[src/rtl/mem_access_unit.sv]
// mem_access_unit: load/store unit between a CPU request port and a
// word-addressed data memory with combinational read data.
// Byte/halfword stores use read-modify-write; loads are sign/zero extended.
// Build option: define MAU_MISALIGN_TRAP_EN to report misaligned halfword/word
// requests as errors; otherwise the offending low address bits are ignored
// and only req_size=11 errors.
module mem_access_unit (
    input  logic        clk,
    input  logic        reset,
    input  logic        req_valid,
    output logic        req_ready,
    input  logic        req_write,
    input  logic [1:0]  req_size,
    input  logic        req_unsigned,
    input  logic [31:0] req_addr,
    input  logic [31:0] req_wdata,
    output logic        resp_valid,
    output logic [31:0] resp_rdata,
    output logic        resp_err,
    output logic        mem_read,
    output logic        mem_write,
    output logic [31:0] mem_addr,
    output logic [31:0] mem_wdata,
    input  logic [31:0] mem_rdata
);

    typedef enum logic [1:0] {
        IDLE  = 2'd0,
        READ  = 2'd1,
        WRITE = 2'd2,
        RESP  = 2'd3
    } state_t;

    state_t      state_q, state_d;
    logic        write_q;
    logic [1:0]  size_q;
    logic        uns_q;
    logic [31:0] addr_q;
    logic [31:0] wdata_q;
    logic [31:0] word_q;
    logic        err_q;

    logic        accept;
    logic        bad_req;

    // Extract the addressed lane from a memory word and extend it to 32 bits.
    function automatic logic [31:0] load_extend(input logic [31:0] w,
                                                input logic [1:0]  sz,
                                                input logic [1:0]  off,
                                                input logic        uns);
        logic [7:0]  b;
        logic [15:0] h;
        logic [31:0] r;
        case (off)
            2'd0:    b = w[7:0];
            2'd1:    b = w[15:8];
            2'd2:    b = w[23:16];
            default: b = w[31:24];
        endcase
        h = off[1] ? w[31:16] : w[15:0];
        case (sz)
            2'b00:   r = {(uns ? 24'h000000 : {24{b[7]}}), b};
            2'b01:   r = {(uns ? 16'h0000 : {16{h[15]}}), h};
            default: r = w;
        endcase
        return r;
    endfunction

    // Replace only the addressed lane(s) of the old word with store data.
    function automatic logic [31:0] store_merge(input logic [31:0] w,
                                                input logic [1:0]  sz,
                                                input logic [1:0]  off,
                                                input logic [31:0] d);
        logic [31:0] m;
        m = w;
        case (sz)
            2'b00: begin
                case (off)
                    2'd0:    m[7:0]   = d[7:0];
                    2'd1:    m[15:8]  = d[7:0];
                    2'd2:    m[23:16] = d[7:0];
                    default: m[31:24] = d[7:0];
                endcase
            end
            2'b01: begin
                if (off[1]) m[31:16] = d[15:0];
                else        m[15:0]  = d[15:0];
            end
            default: m = d;
        endcase
        return m;
    endfunction

    // Classify the incoming request; without the trap option only size 11 errors.
    always_comb begin
`ifdef MAU_MISALIGN_TRAP_EN
        bad_req = (req_size == 2'b11) ||
                  ((req_size == 2'b01) && req_addr[0]) ||
                  ((req_size == 2'b10) && (req_addr[1:0] != 2'b00));
`else
        bad_req = (req_size == 2'b11);
`endif
    end

    assign mem_addr = {addr_q[31:2], 2'b00};

    // Next-state decode and all strobes/response outputs.
    always_comb begin
        state_d    = state_q;
        req_ready  = 1'b0;
        accept     = 1'b0;
        mem_read   = 1'b0;
        mem_write  = 1'b0;
        mem_wdata  = '0;
        resp_valid = 1'b0;
        resp_err   = 1'b0;
        resp_rdata = '0;
        case (state_q)
            IDLE: begin
                req_ready = 1'b1;
                if (req_valid) begin
                    accept = 1'b1;
                    if (bad_req)                             state_d = RESP;
                    else if (req_write && req_size == 2'b10) state_d = WRITE;
                    else                                     state_d = READ;
                end
            end
            READ: begin
                mem_read = 1'b1;
                state_d  = write_q ? WRITE : RESP;
            end
            WRITE: begin
                mem_write = 1'b1;
                mem_wdata = store_merge(word_q, size_q, addr_q[1:0], wdata_q);
                state_d   = RESP;
            end
            default: begin
                resp_valid = 1'b1;
                resp_err   = err_q;
                if (!write_q && !err_q)
                    resp_rdata = load_extend(word_q, size_q, addr_q[1:0], uns_q);
                state_d = IDLE;
            end
        endcase
        // Reset must block memory strobes within the same cycle, not only after the edge.
        if (reset) begin
            mem_read  = 1'b0;
            mem_write = 1'b0;
            mem_wdata = '0;
        end
    end

    // State register, request capture on acceptance, read-data capture in READ.
    always_ff @(posedge clk) begin
        if (reset) begin
            state_q <= IDLE;
            write_q <= 1'b0;
            size_q  <= '0;
            uns_q   <= 1'b0;
            addr_q  <= '0;
            wdata_q <= '0;
            word_q  <= '0;
            err_q   <= 1'b0;
        end else begin
            state_q <= state_d;
            if (accept) begin
                write_q <= req_write;
                size_q  <= req_size;
                uns_q   <= req_unsigned;
                addr_q  <= req_addr;
                wdata_q <= req_wdata;
                err_q   <= bad_req;
            end
            if (state_q == READ)
                word_q <= mem_rdata;
        end
    end

endmodule
[config.mk]
export PLATFORM = sky130hd
export DESIGN_NAME = mem_access_unit
export DESIGN_NICKNAME = d
export VERILOG_FILES = /design/src/rtl/mem_access_unit.sv
export SDC_FILE = /design/constraint.sdc
export NUM_CORES = 1
export LEC_CHECK = 0
export CAP_MARGIN = 5
export CORE_ASPECT_RATIO = 0.7
export CORE_MARGIN = 3
export CORE_UTILIZATION = 45
export DETAILED_ROUTE_END_ITERATION = 16
export PLACE_DENSITY = 0.81
export SYNTH_ARGS = -nofsm -noshare
export SYNTH_HDL_FRONTEND = slang
export SYNTH_SLANG_ARGS = --single-unit
[constraint.sdc]
create_clock -name clk -period 1.8 [get_ports clk]
set_input_delay 0.36 -clock clk [delete_from_list [all_inputs] [get_ports clk]]
set_output_delay 0.36 -clock clk [all_outputs]
set_load 0.05 [all_outputs]
# Word-level counts from Yosys, hierarchy flattened
# Cells that the tools add are included.
# word_totals
ff_bits,103
inputBits,103
output_inout_bits,101
wordCells,55
# op_classes
n_eq_ne,8
mux,30
n_reduce_logical,9
# op_table
operator,n
$mux 32,4
$pmux 32 s2,2
$mux 16,4
$mux 8,4
$mux 24,1
$pmux 8 s3,1
$mux 1,10
$eq 2x2->1 const B,4
$eq 2x1->1 const B,3
$logic_not 2->1,3
$mux 2,3
$pmux 2 s3,1
$reduce_or 3->1,2
$logic_and 1x1->1,2
$logic_not 1->1,2
$ne 2x2->1 const B,1

# Longest topological paths before layout
# Gate-level depths: netlist of run 1.
# logic_depth
word_depth,6
depth_mapped,8
ltp_nobuf,6

# Least setup slack after synthesis of run 1
# Ideal clock, no wire load.
# synth_timing
path_kind,register -> output
start,register state_q[0]
end,output port resp_rdata[0]
arrival_time_ns,2.606
setup_slack_ns,-1.166
stages_incl_launch_ff,6
path_cell_list,dfxtp_1 -> ha_1 -> and2_1 -> clkbuf_1 -> o21ai_0 -> a221oi_1
# synth_via
elab_chain_cells,3
elab_cells_between_ends,5
cone_classes,eq/ne (2); mux (1); reduce/logical (2)
# synth_rtl
element,line_no,rtl
start: declaration,34,"state_t state_q, state_d;"
start signal: assignment,165,state_q <= state_d;
"$eq 2x1->1, or another cell as far along",118,case (state_q)
$reduce_or 3->1 (no source line) (*),--,
$mux 32 (*),118,
end: declaration,18,"output logic [31:0] resp_rdata,"
# Mark *: on every way between the ends. The rest lies on a longest branch, timed or not.

# Final worst setup path of run 1
# layout_timing
start,register addr_q[1]
end,output port mem_wdata[26]
# layout_via
elab_chain_cells,6
elab_cells_between_ends,9
cone_classes,eq/ne (2); mux (5); reduce/logical (2)
# layout_rtl
element,line_no,rtl
start: declaration,38,logic [31:0] addr_q;
start signal: assignment,170,addr_q <= req_addr;
"$eq 2x2->1, or another cell as far along",78,case (off)
$reduce_or 3->1 (no source line),--,
$mux 8,78,
$pmux 32 s2 (*),76,case (sz)
$mux 32 (*),118,
$mux 32 (*),146,if (reset) begin
end: declaration,23,"output logic [31:0] mem_wdata,"
# Marked as above.

==> results of run 1 <==
[cell families (layout without fill, tap and decap cells)]
group	Yosys count	in the layout	share of synthesized area, %
AOI/OAI and AO/OA	201	201	21.6
adders and majority gates	4	4	0.910
buffers and inverters	104	325	10.2
DFF	103	103	37.5
muxes	67	67	12.4
other	1	2	0.0682
and+or+nand+nor	240	240	17.4
[routing by layer]
layer	track usage, %	vias to the layer above
li1	-	2894
met1	46.9	3236
met2	58.4	468
met3	9.31	86
met4	10.8	0
met5	0	-
[tightest hold or removal path, delay by kind of cell, from the launching register on]
kind	cells	cell delay, ns
DFF	1	0.32
AOI/OAI and AO/OA	1	0.05
and+or+nand+nor	1	0.05
[metrics by stage]
stage / hold slack (ns) / setup TNS [ns] / cells
2_1_floorplan: 0.436 / -2.78 / 721
3_3_place_gp: 0.443 / -6.28 / 1065
3_5_place_dp: 0.449 / -8.58 / 1065
4_1_cts: 0.459 / -22.06 / 1088
5_1_grt: 0.481 / -26.08 / 1099
6_report: 0.467 / -23.13 / 1099
[sequential cells by signal (all words and copies together), names as in the netlist]
name	cells
err_q	1
state_q	2
uns_q	1
wdata_q	32
size_q	2
word_q	32
addr_q	32
write_q	1
[cell type report]
type | count | area, um^2 | share of cell area [%]
multi-input cells | 514 | 4390 | 41.7
repair inverters | 1 | 16.3 | 0.154
flip-flops and latches | 103 | 2080 | 19.8
well taps | 157 | 196 | 1.87
clock buffers | 9 | 225 | 2.14
inverters | 13 | 62.6 | 0.594
clock inverters | 7 | 75.1 | 0.713
repair buffers | 295 | 3480 | 33.1
[worst max-delay path by stage]
stage | slack, ns | endpoint | depth (start not counted) | start
floorplan | -0.19 | resp_rdata[16] | 4 | addr_q[0]
global placement | -0.20 | mem_wdata[10] | 6 | addr_q[0]
detailed placement | -0.25 | resp_rdata[6] | 5 | addr_q[1]
CTS | -0.43 | mem_wdata[13] | 6 | addr_q[0]
global route | -0.48 | mem_wdata[26] | 7 | addr_q[1]
finish | -0.44 | mem_wdata[26] | 7 | addr_q[1]
[Yosys cell counts, drive strengths merged, types with 2 or more instances]
cell    instances  share of area, %
and2            3              0.34
nor2b           4              0.46
clkbuf         25               1.7
inv            12              0.82
o22ai          21               2.4
o32ai           7               1.1
nor3            8              0.73
a22oi           8               1.1
o21ai          17               1.6
a221oi          6              0.96
nand2b          4              0.46
nand2         160                11
a21oi         119                11
a32oi           8               1.3
mux2i          59                11
nand3           3              0.27
ha              4              0.91
nor2           56               3.9
buf            66               7.6
a21o            2              0.27
o221ai          8               1.3
mux2            8               1.6
dfxtp         103                38
[where the power goes]
part | internal [mW] | switching, mW
registers | 2.76 | 0.794
clock network | 0.985 | 1.03
logic | 2.85 | 3.91
total | 6.60 | 5.73
[repair_timing]
action | 4_1_cts | 5_1_grt
setup endpoints to repair | 66 | 67
pin swaps | 20 | 15
setup buffers | 6 | 11
gates cloned | 2 | 1
gates resized for setup | 131 | 58
==> out/metrics.yaml, run 1 <==
flow_run:
  max_cap_viol_count: 0
logic_synthesis:
  synth_edf_count: 0
  netlist_area_um2: 5500
  ys_seq_area_share_pct: 37.5
  async_flop_share_pct: 0
  synth.distinct_cells: 40
  yosys_most_used_dff: "dfxtp_1"
  ys_warn_count: 0
  synthCells: 720
  avgSynthCellArea_um2: 7.64
  synth-seq-cells: 103
final_layout:
  layout-drive-gt1-share_pct: 41.1
  nFillCells: 507
  final_common_cell: "nand2_1"
  final_area_um2: 10500
  syn_to_final_growth_pct: 91.5
  utilization_pct: 89.2
  insertedDiodeCount: 0
  layout_common_cells: "nand2_1 (156), clkdlybuf4s50_1 (101), dfxtp_1 (97), buf_4 (92), a21oi_1 (76)"
  fin_nets: 1044
clocking:
  cts-root-buf: "clkbuf_16"
  cts-htree-levels: 3
  cts.sinks: 103
  cts_tree: "built"
  clockBufferDepth: 2
  cts_hold_buf: 0
  cts_buffers: 9
  path_clk_slew_ns: 0.08
  clkLatencyLatePin_ns: 0.35
critical_path:
  r2r_start: "state_q[0]"
  rrSetupSlack_ns: 0.03
  path_buf_inv: 4
  cp_max_fo: 7
  reg2reg_depth: 7
  worstSetupEndpointType: "output port"
  cpMostUsedCell: "buf_6"
  cp.arrival_ns: 1.88
  critical_path.cell_chain: "buf_6 > buf_6 > a21o_4 > buf_12 > o221ai_4 > a21oi_4 > buf_6"
  cp.required_ns: 1.44
  slowest_delay_ns: 0.45
  critical-path-top-delay-family: "buffers and inverters"
  crit_type: "flop to output port"
  startpoint_type: "flop"
  critical_path.slowest_cell: "dfxtp_4"
  rr_endpoint: "wdata_q[28]"
detailed_routing:
  dr.pass1.iters: 6
  post_drt_wl_per_cell_um: 24.3
  wl_met1_um: 10500
  viasPerCell: 6.08
  antenna_left: 0
  wirelength_um: 26700
  drt_iter0_drc: 757
  num_vias: 6684
  drc_errors: 0
  dr.max_layer_used: "met4"
  dr_wl_met2_um: 12600
  wl_met3_um: 2680
worst_hold_path:
  hold_class: "flop to flop"
  min_path_cells: 2
  hold_end: "addr_q[17]"
  hp-start: "addr_q[17]"
power_and_ir_drop:
  power.total_mw: 12.3
  peakVddDrop_uv: 1130
  p_leak_nw: 3.76
  p_per_area_nw_per_um2: 1170
placement:
  hpwl_um: 17000
  post_dp_cell_area_um2: 9080
  post-place-ws_ns: -0.254
  io_buffers: 201
  place.gp.congestion: 0.913
floorplanning:
  design.core.area_um2: 11800
  dieWidth_um: 138
  die_h_um: 98.5
  rows: 33
  io_pins: 204
  die-area_um2: 13600
  initial_core_util_pct: 46.6
timing:
  report.final.slew_viol_count: 0
  clock.fmax_mhz: 446
  setup_viol: 65
  period_needed_ns: 2.24
  rsz0062_at_grt: "true"
  max_slew_margin_pct: 64.7
  fin_crit_sh_pct: 125
  worst_pin_slew_ns: 0.530
  skew_ns: 0.00726
  final-hold-violation-count: 0
  fin_ws_ns: -0.442
grt:
  antenna_found_initial: 0
  grt_max_degree: 49
  grt_pass1_vias: 6528
  grt_overflow: 0
  grt_pass1_wl_um: 38200
  gr-usage-all-layers_pct: 35.7
run_status:
  violations: "setup timing"
  status: "finished, violations left"
(Power assumes the default switching activity.)
==> inputs of run 2 (changes only) <==
- CORE_MARGIN: 3 -> 2
- GPL_TIMING_DRIVEN: default -> 1
- PLACE_DENSITY: 0.81 -> 0.82
==> run 2 against run 1 <==
Net effect:
- the flow still finishes with violations (setup timing)
- sequential cell count unchanged
- final area is 4.4% higher
- non-clock buffer count is 2 higher
- routed wire length up 13%
- first-iteration DRC count is 3.2% higher
- maximum frequency fell by 4.2%
- via count is 7.1% higher
- clock power grew 7%
- sequential power up 1%
- worst hold slack worse by 0.0058 ns
- count of clock-buffer cells in the layout unchanged
==> out/metrics.yaml, run 2 (synthesized netlist as in run 1, its figures left out) <==
critical_path:
  rrSetupSlack_ns: 0.08  # +0.05 ns
  critical_path.cell_chain: "or2_4 > mux2i_4 > nand2_2 > buf_12 > buf_12 > a21oi_4 > buf_12"
  worstSetupEndpointType: "output port"
  crit_type: "flop to output port"
  cp_max_fo: 6  # -1
  critical_path.slowest_cell: "dfxtp_4"
  rr_endpoint: "addr_q[11]"
  critical-path-top-delay-family: "buffers and inverters"
  path_buf_inv: 3  # -1
  slowest_delay_ns: 0.38  # -0.07 ns
  cpMostUsedCell: "buf_12"
  r2r_start: "state_q[1]"
  cp.arrival_ns: 1.98  # +0.10 ns
  reg2reg_depth: 6  # -1
  startpoint_type: "flop"
  cp.required_ns: 1.44  # about the same
floorplanning:
  rows: 33  # unchanged
  die-area_um2: 13100  # -3.4%
  io_pins: 204  # unchanged
  initial_core_util_pct: 46.6  # unchanged
  dieWidth_um: 136  # -1.4%
  design.core.area_um2: 11800  # unchanged
  die_h_um: 96.5  # -2.0%
detailed_routing:
  post_drt_wl_per_cell_um: 27.3  # +12%
  drt_iter0_drc: 781  # +3.2%
  dr.pass1.iters: 7  # +1
  drc_errors: 0  # unchanged
  viasPerCell: 6.50  # +6.9%
  num_vias: 7159  # +7.1%
  wirelength_um: 30100  # +13%
  antenna_left: 0  # unchanged
final_layout:
  syn_to_final_growth_pct: 99.9
  nFillCells: 366  # -28%
  largestRegisters: "addr_q (32), wdata_q (32), word_q (32)"
  insertedDiodeCount: 0  # unchanged
  layout-drive-gt1-share_pct: 44.0  # +2.9 points
  fin_nets: 1046  # +0.19%
  final_common_cell: "nand2_1"
  final_area_um2: 11000  # +4.4%
  layout_common_cells: "nand2_1 (156), clkdlybuf4s50_1 (101), dfxtp_1 (96), buf_4 (87), a21oi_1 (72)"
power_and_ir_drop:
  p_per_area_nw_per_um2: 1190  # +1.9%
  p_int_mw: 6.95  # +5.4%
  power.switching_mw: 6.15  # +7.5%
  pwr-share-clk_pct: 16.4  # about the same
  p_leak_nw: 3.90  # +3.7%
  swShare_pct: 47.0  # +0.50 points
  pwr-share-comb_pct: 56.1  # +1.3 points
  seqPwrFrac_pct: 27.5  # -1.3 points
  peakVddDrop_uv: 1420  # +26%
run_status:
  status: "finished, violations left"
  violations: "setup timing"
clocking:
  cts_hold_buf: 0  # unchanged
  cts-htree-levels: 3  # unchanged
  cts_tree: "built"
  cts.sinks: 103  # unchanged
  path_clk_slew_ns: 0.08  # about the same
  cts-root-buf: "clkbuf_16"
  cts_buffers: 9  # unchanged
  clockBufferDepth: 2  # unchanged
  clkLatencyLatePin_ns: 0.36  # about the same
worst_hold_path:
  hold_class: "flop to flop"
  hp-start: "addr_q[23]"
  min_path_cells: 2  # unchanged
  hold_end: "addr_q[23]"
timing:
  fin_ws_ns: -0.541  # -0.0991 ns
  period_needed_ns: 2.34  # +0.0991 ns
  fin_crit_sh_pct: 130  # +5.5 points
  skew_ns: 0.0107  # +0.00344 ns
  max_slew_margin_pct: 65.2  # +0.55 points
  final-hold-violation-count: 0  # unchanged
  clock.fmax_mhz: 427  # -4.2%
  setup_viol: 65  # unchanged
  report.final.slew_viol_count: 0  # unchanged
  rsz0062_at_grt: "true"
  worst_pin_slew_ns: 0.521  # -0.00901 ns
placement:
  post_dp_cell_area_um2: 9040  # -0.41%
  io_buffers: 201  # unchanged
  hpwl_um: 16900  # -0.82%
  place.gp.congestion: 0.963  # +5.5%
  post-place-ws_ns: -0.178  # +0.0754 ns
grt:
  grt_overflow: 0  # unchanged
  grt_max_degree: 47  # -4.1%
  gr-usage-all-layers_pct: 39.8  # +4.1 points
  grt_pass1_vias: 7044  # +7.9%
  antenna_found_initial: 0  # unchanged
  grt_pass1_wl_um: 39200  # +2.7%
flow_run:
  max_cap_viol_count: 0  # unchanged
==> run 2: power by group through the flow <==
stage	sequential, mW	clock, mW	combinational (mW)
after global placement	3.32	0	5.34
after global routing	3.60	2.22	7.57
after floorplan	3.13	0	3.74
final	3.60	2.16	7.35
after detailed placement	3.34	0	5.48
after CTS	3.43	2.12	6.46
==> run 2: cell type report <==
type / instances / area, um^2 / area share [%]
clock inverter: 7 / 95.1 / 0.865
inverter: 13 / 60.1 / 0.547
timing repair buffer: 297 / 3590 / 32.6
clock buffer: 9 / 225 / 2.05
timing repair inverter: 1 / 8.76 / 0.0797
tap: 157 / 196 / 1.79
multi-input combinational: 514 / 4740 / 43.1
sequential: 103 / 2080 / 18.9
==> run 2: timing repair <==
| item | in CTS | in global routing |
|---|---|---|
| setup buffers | 11 | 11 |
| gates resized for setup | 185 | 61 |
| endpoints found under the setup margin | 66 | 65 |
| pin swaps | 33 | 29 |
| cloned | 4 | 2 |
==> run 2: worst max path at each step <==
| stage | from | endpoint | slack (ns) | cells after the start |
|---|---|---|---|---|
| after CTS | addr_q[0] | resp_rdata[30] | -0.40 | 7 |
| after detailed placement | addr_q[1] | mem_wdata[0] | -0.18 | 6 |
| after global placement | size_q[0] | mem_wdata[14] | -0.18 | 5 |
| after floorplan | addr_q[0] | resp_rdata[16] | -0.19 | 4 |
| after global routing | addr_q[0] | resp_rdata[24] | -0.63 | 7 |
| final | size_q[0] | resp_rdata[24] | -0.54 | 7 |
==> run 2: layer usage <==
layer  up-vias  global-route usage, %  routed length (um)
li1       2909                      -                   -
met1      3391                   47.9               10700
met3       179                   11.5                3650
met2       680                   66.8               13900
met4         0                   18.0                1860
met5         -                      0                   0
==> run 2: metrics by stage <==
stage	power [mW]	utilization [%]	hold slack (ns)	instances	TNS, ns
CTS	12.0	88.8	0.460	1089	-21.32
global placement	8.66	76.6	0.442	1060	-5.67
detailed placement	8.82	76.6	0.449	1060	-5.86
floorplan	6.87	-	0.436	721	-2.78
global route	13.4	93.1	0.478	1101	-28.07
finish	13.1	93.1	0.461	1101	-26.22
==> run 2: worst reg2reg max path, cell delays in order, from the launching register on <==
cell and delay [ns]:
dfxtp_4 0.38, inv_1 0.12, ha_2 0.28, and2_2 0.24, buf_12 0.23, nand2_1 0.14, a21oi_1 0.23
==> inputs of run 3 (changes only) <==
- PLACE_DENSITY: 0.82 -> default
- PLACE_DENSITY_LB_ADDON: default -> 0.05
==> run 3 against run 2 <==
Net effect:
- the flow still finishes with violations (setup timing)
- worst hold slack lost 0.00092 ns
- global-route usage shrank 2.2 points
- clock skew shrank 0.0053 ns
- largest cell class unchanged
- highest routed layer unchanged
==> out/metrics.yaml, run 3 (synthesized netlist as in run 1, its figures left out) <==
worst_hold_path:
  min_path_cells: 2  # unchanged
  hold_class: "flop to flop"
  hold_end: "addr_q[3]"
  hp-start: "addr_q[3]"
grt:
  grt_max_degree: 78  # +66%
  antenna_found_initial: 0  # unchanged
  grt_pass1_wl_um: 37000  # -5.6%
  grt_overflow: 0  # unchanged
  gr-usage-all-layers_pct: 37.6  # -2.2 points
  grt_pass1_vias: 6491  # -7.9%
detailed_routing:
  drc_errors: 0  # unchanged
  wl_met3_um: 2380  # -35%
  num_vias: 6697  # -6.5%
  wirelength_um: 26000  # -14%
  dr_wl_met2_um: 12400  # -11%
  antenna_left: 0  # unchanged
  dr.max_layer_used: "met4"
  wl_met1_um: 10300  # -3.8%
  viasPerCell: 6.10  # -6.1%
  drt_iter0_drc: 607  # -22%
  dr.pass1.iters: 5  # -2
  post_drt_wl_per_cell_um: 23.7  # -13%
critical_path:
  cp_max_fo: 17  # +11
  critical_path.cell_chain: "buf_12 > nand2_2 > buf_6 > o22ai_1 > a221oi_4 > buf_12"
  startpoint_type: "flop"
  rr_endpoint: "word_q[27]"
  critical_path.slowest_cell: "dfxtp_4"
  reg2reg_depth: 6  # unchanged
  cpMostUsedCell: "buf_12"
  crit_type: "flop to output port"
  worstSetupEndpointType: "output port"
  cp.arrival_ns: 1.92  # -0.06 ns
  slowest_delay_ns: 0.46  # +0.08 ns
  cp.required_ns: 1.44  # about the same
  rrSetupSlack_ns: 0.08  # about the same
  r2r_start: "state_q[1]"
timing:
  fin_crit_sh_pct: 127  # -3.2 points
  hold_slack_ns: 0.460  # -0.000918 ns
  max_slew_margin_pct: 67.5  # +2.3 points
  setup_viol: 65  # unchanged
  report.final.slew_viol_count: 0  # unchanged
  final-hold-violation-count: 0  # unchanged
  rsz0062_at_grt: "true"
  period_needed_ns: 2.28  # -0.0580 ns
  fin_ws_ns: -0.483  # +0.0580 ns
  clock.fmax_mhz: 438  # +2.5%
  worst_pin_slew_ns: 0.474  # -0.0472 ns
  setup_tns_ns: -23.97  # +2.24 ns
  skew_ns: 0.00543  # -0.00527 ns
flow_run:
  max_cap_viol_count: 0  # unchanged
floorplanning:
  initial_core_util_pct: 46.6  # unchanged
  die_h_um: 96.5  # unchanged
  rows: 33  # unchanged
  die-area_um2: 13100  # unchanged
  io_pins: 204  # unchanged
  design.core.area_um2: 11800  # unchanged
  dieWidth_um: 136  # unchanged
final_layout:
  fin_nets: 1043  # -0.29%
  nFillCells: 539  # +47%
  layout_common_cells: "nand2_1 (155), buf_4 (107), clkdlybuf4s50_1 (101), dfxtp_1 (97), a21oi_1 (73)"
  layout-drive-gt1-share_pct: 41.0  # -3.0 points
  largestRegisters: "addr_q (32), wdata_q (32), word_q (32)"
  syn_to_final_growth_pct: 88.6
  finalNonFillerCells: 1097  # -0.36%
  final_common_cell: "nand2_1"
  insertedDiodeCount: 0  # unchanged
placement:
  io_buffers: 201  # unchanged
  place.gp.congestion: 0.940  # -2.3%
  dp_cells: 1063  # +0.28%
  hpwl_um: 17000  # +0.65%
clocking:
  cts-root-buf: "clkbuf_16"
  path_clk_slew_ns: 0.07  # about the same
  cts_tree: "built"
  clkLatencyLatePin_ns: 0.35  # about the same
  cts.sinks: 103  # unchanged
  clockBufferDepth: 2  # unchanged
  cts-htree-levels: 3  # unchanged
  cts_buffers: 9  # unchanged
power_and_ir_drop:
  p_leak_nw: 3.67  # -5.8%
  peakVddDrop_uv: 969  # -32%
  p_per_area_nw_per_um2: 1170  # -2.2%
run_status:
  violations: "setup timing"
  status: "finished, violations left"
-- run 3: cell types whose count changed in the layout (fill, tap and decap cells not counted), moves of 4 or more --
| cell | before | now |
|---|---|---|
| a32oi_1 | 0 | 8 |
| a21oi_2 | 0 | 4 |
| o32ai_2 | 2 | 7 |
| a21oi_4 | 47 | 42 |
| o32ai_4 | 5 | 0 |
| buf_4 | 87 | 107 |
| a32oi_2 | 5 | 0 |
| buf_6 | 28 | 16 |
| o22ai_1 | 3 | 13 |
| o22ai_2 | 17 | 7 |
| mux2i_1 | 35 | 41 |
| buf_8 | 9 | 2 |
-- run 3: layout make-up --
class,instances,area (um^2),share of cell area (%)
timing repair inverter,1,11.3,0.109
sequential,103,2080,20.1
clock inverter,6,55.1,0.531
timing repair buffer,294,3390,32.7
tap,157,196,1.89
multi-input combinational,514,4350,41.9
clock buffer,9,225,2.17
inverter,13,62.6,0.603
-- run 3: worst max-delay path: cells and delay by family, from the launching register on --
family | cells | cell delay [ns]
AO/OA/AOI/OAI | 2 | 0.49
buffers and inverters | 3 | 0.52
flip-flops | 1 | 0.46
AND/OR/NAND/NOR | 1 | 0.09
-- run 3: layer usage --
metal  vias up  GRT usage (%)
li1       2900              -
met1      3269           48.2
met2       435           64.2
met3        93           7.41
met4         0           12.1
met5         -              0
-- run 3: worst max-delay path by stage --
stage,startpoint,endpoint,slack [ns],cells past startpoint
after global placement,addr_q[1],resp_rdata[15],-0.30,7
after floorplan,addr_q[0],resp_rdata[16],-0.19,4
after CTS,addr_q[1],mem_wdata[10],-0.43,6
after global routing,addr_q[1],resp_rdata[5],-0.51,6
after detailed placement,addr_q[1],resp_rdata[27],-0.32,6
final,addr_q[1],resp_rdata[5],-0.48,6
-- run 3: repair_timing --
item / CTS / global route
setup buffers: 11 / 6
gates cloned: 2 / 1
hold buffers: 0 / 0
pin swaps: 23 / 16
gates resized for setup: 123 / 44
endpoints found under the setup margin: 66 / 65
-- run 3: per-stage QoR --
step           instance area, um^2  power, mW  utilization [%]  setup WS, ns
2_1_floorplan                 6350       6.87                -        -0.195
4_1_cts                      10100       11.5             85.2        -0.434
5_1_grt                      10400       12.5             87.8        -0.505
3_3_place_gp                  9090       8.66             77.0        -0.303
6_report                     10400       12.1             87.8        -0.483
3_5_place_dp                  9090       8.85             77.0        -0.317
-- run 3: report_power, final --
group,leakage [nW],switching [mW],internal (mW),total (mW)
clock network,0.132,0.973,0.957,1.93
logic,2.70,3.90,2.79,6.69
registers,0.847,0.719,2.76,3.48
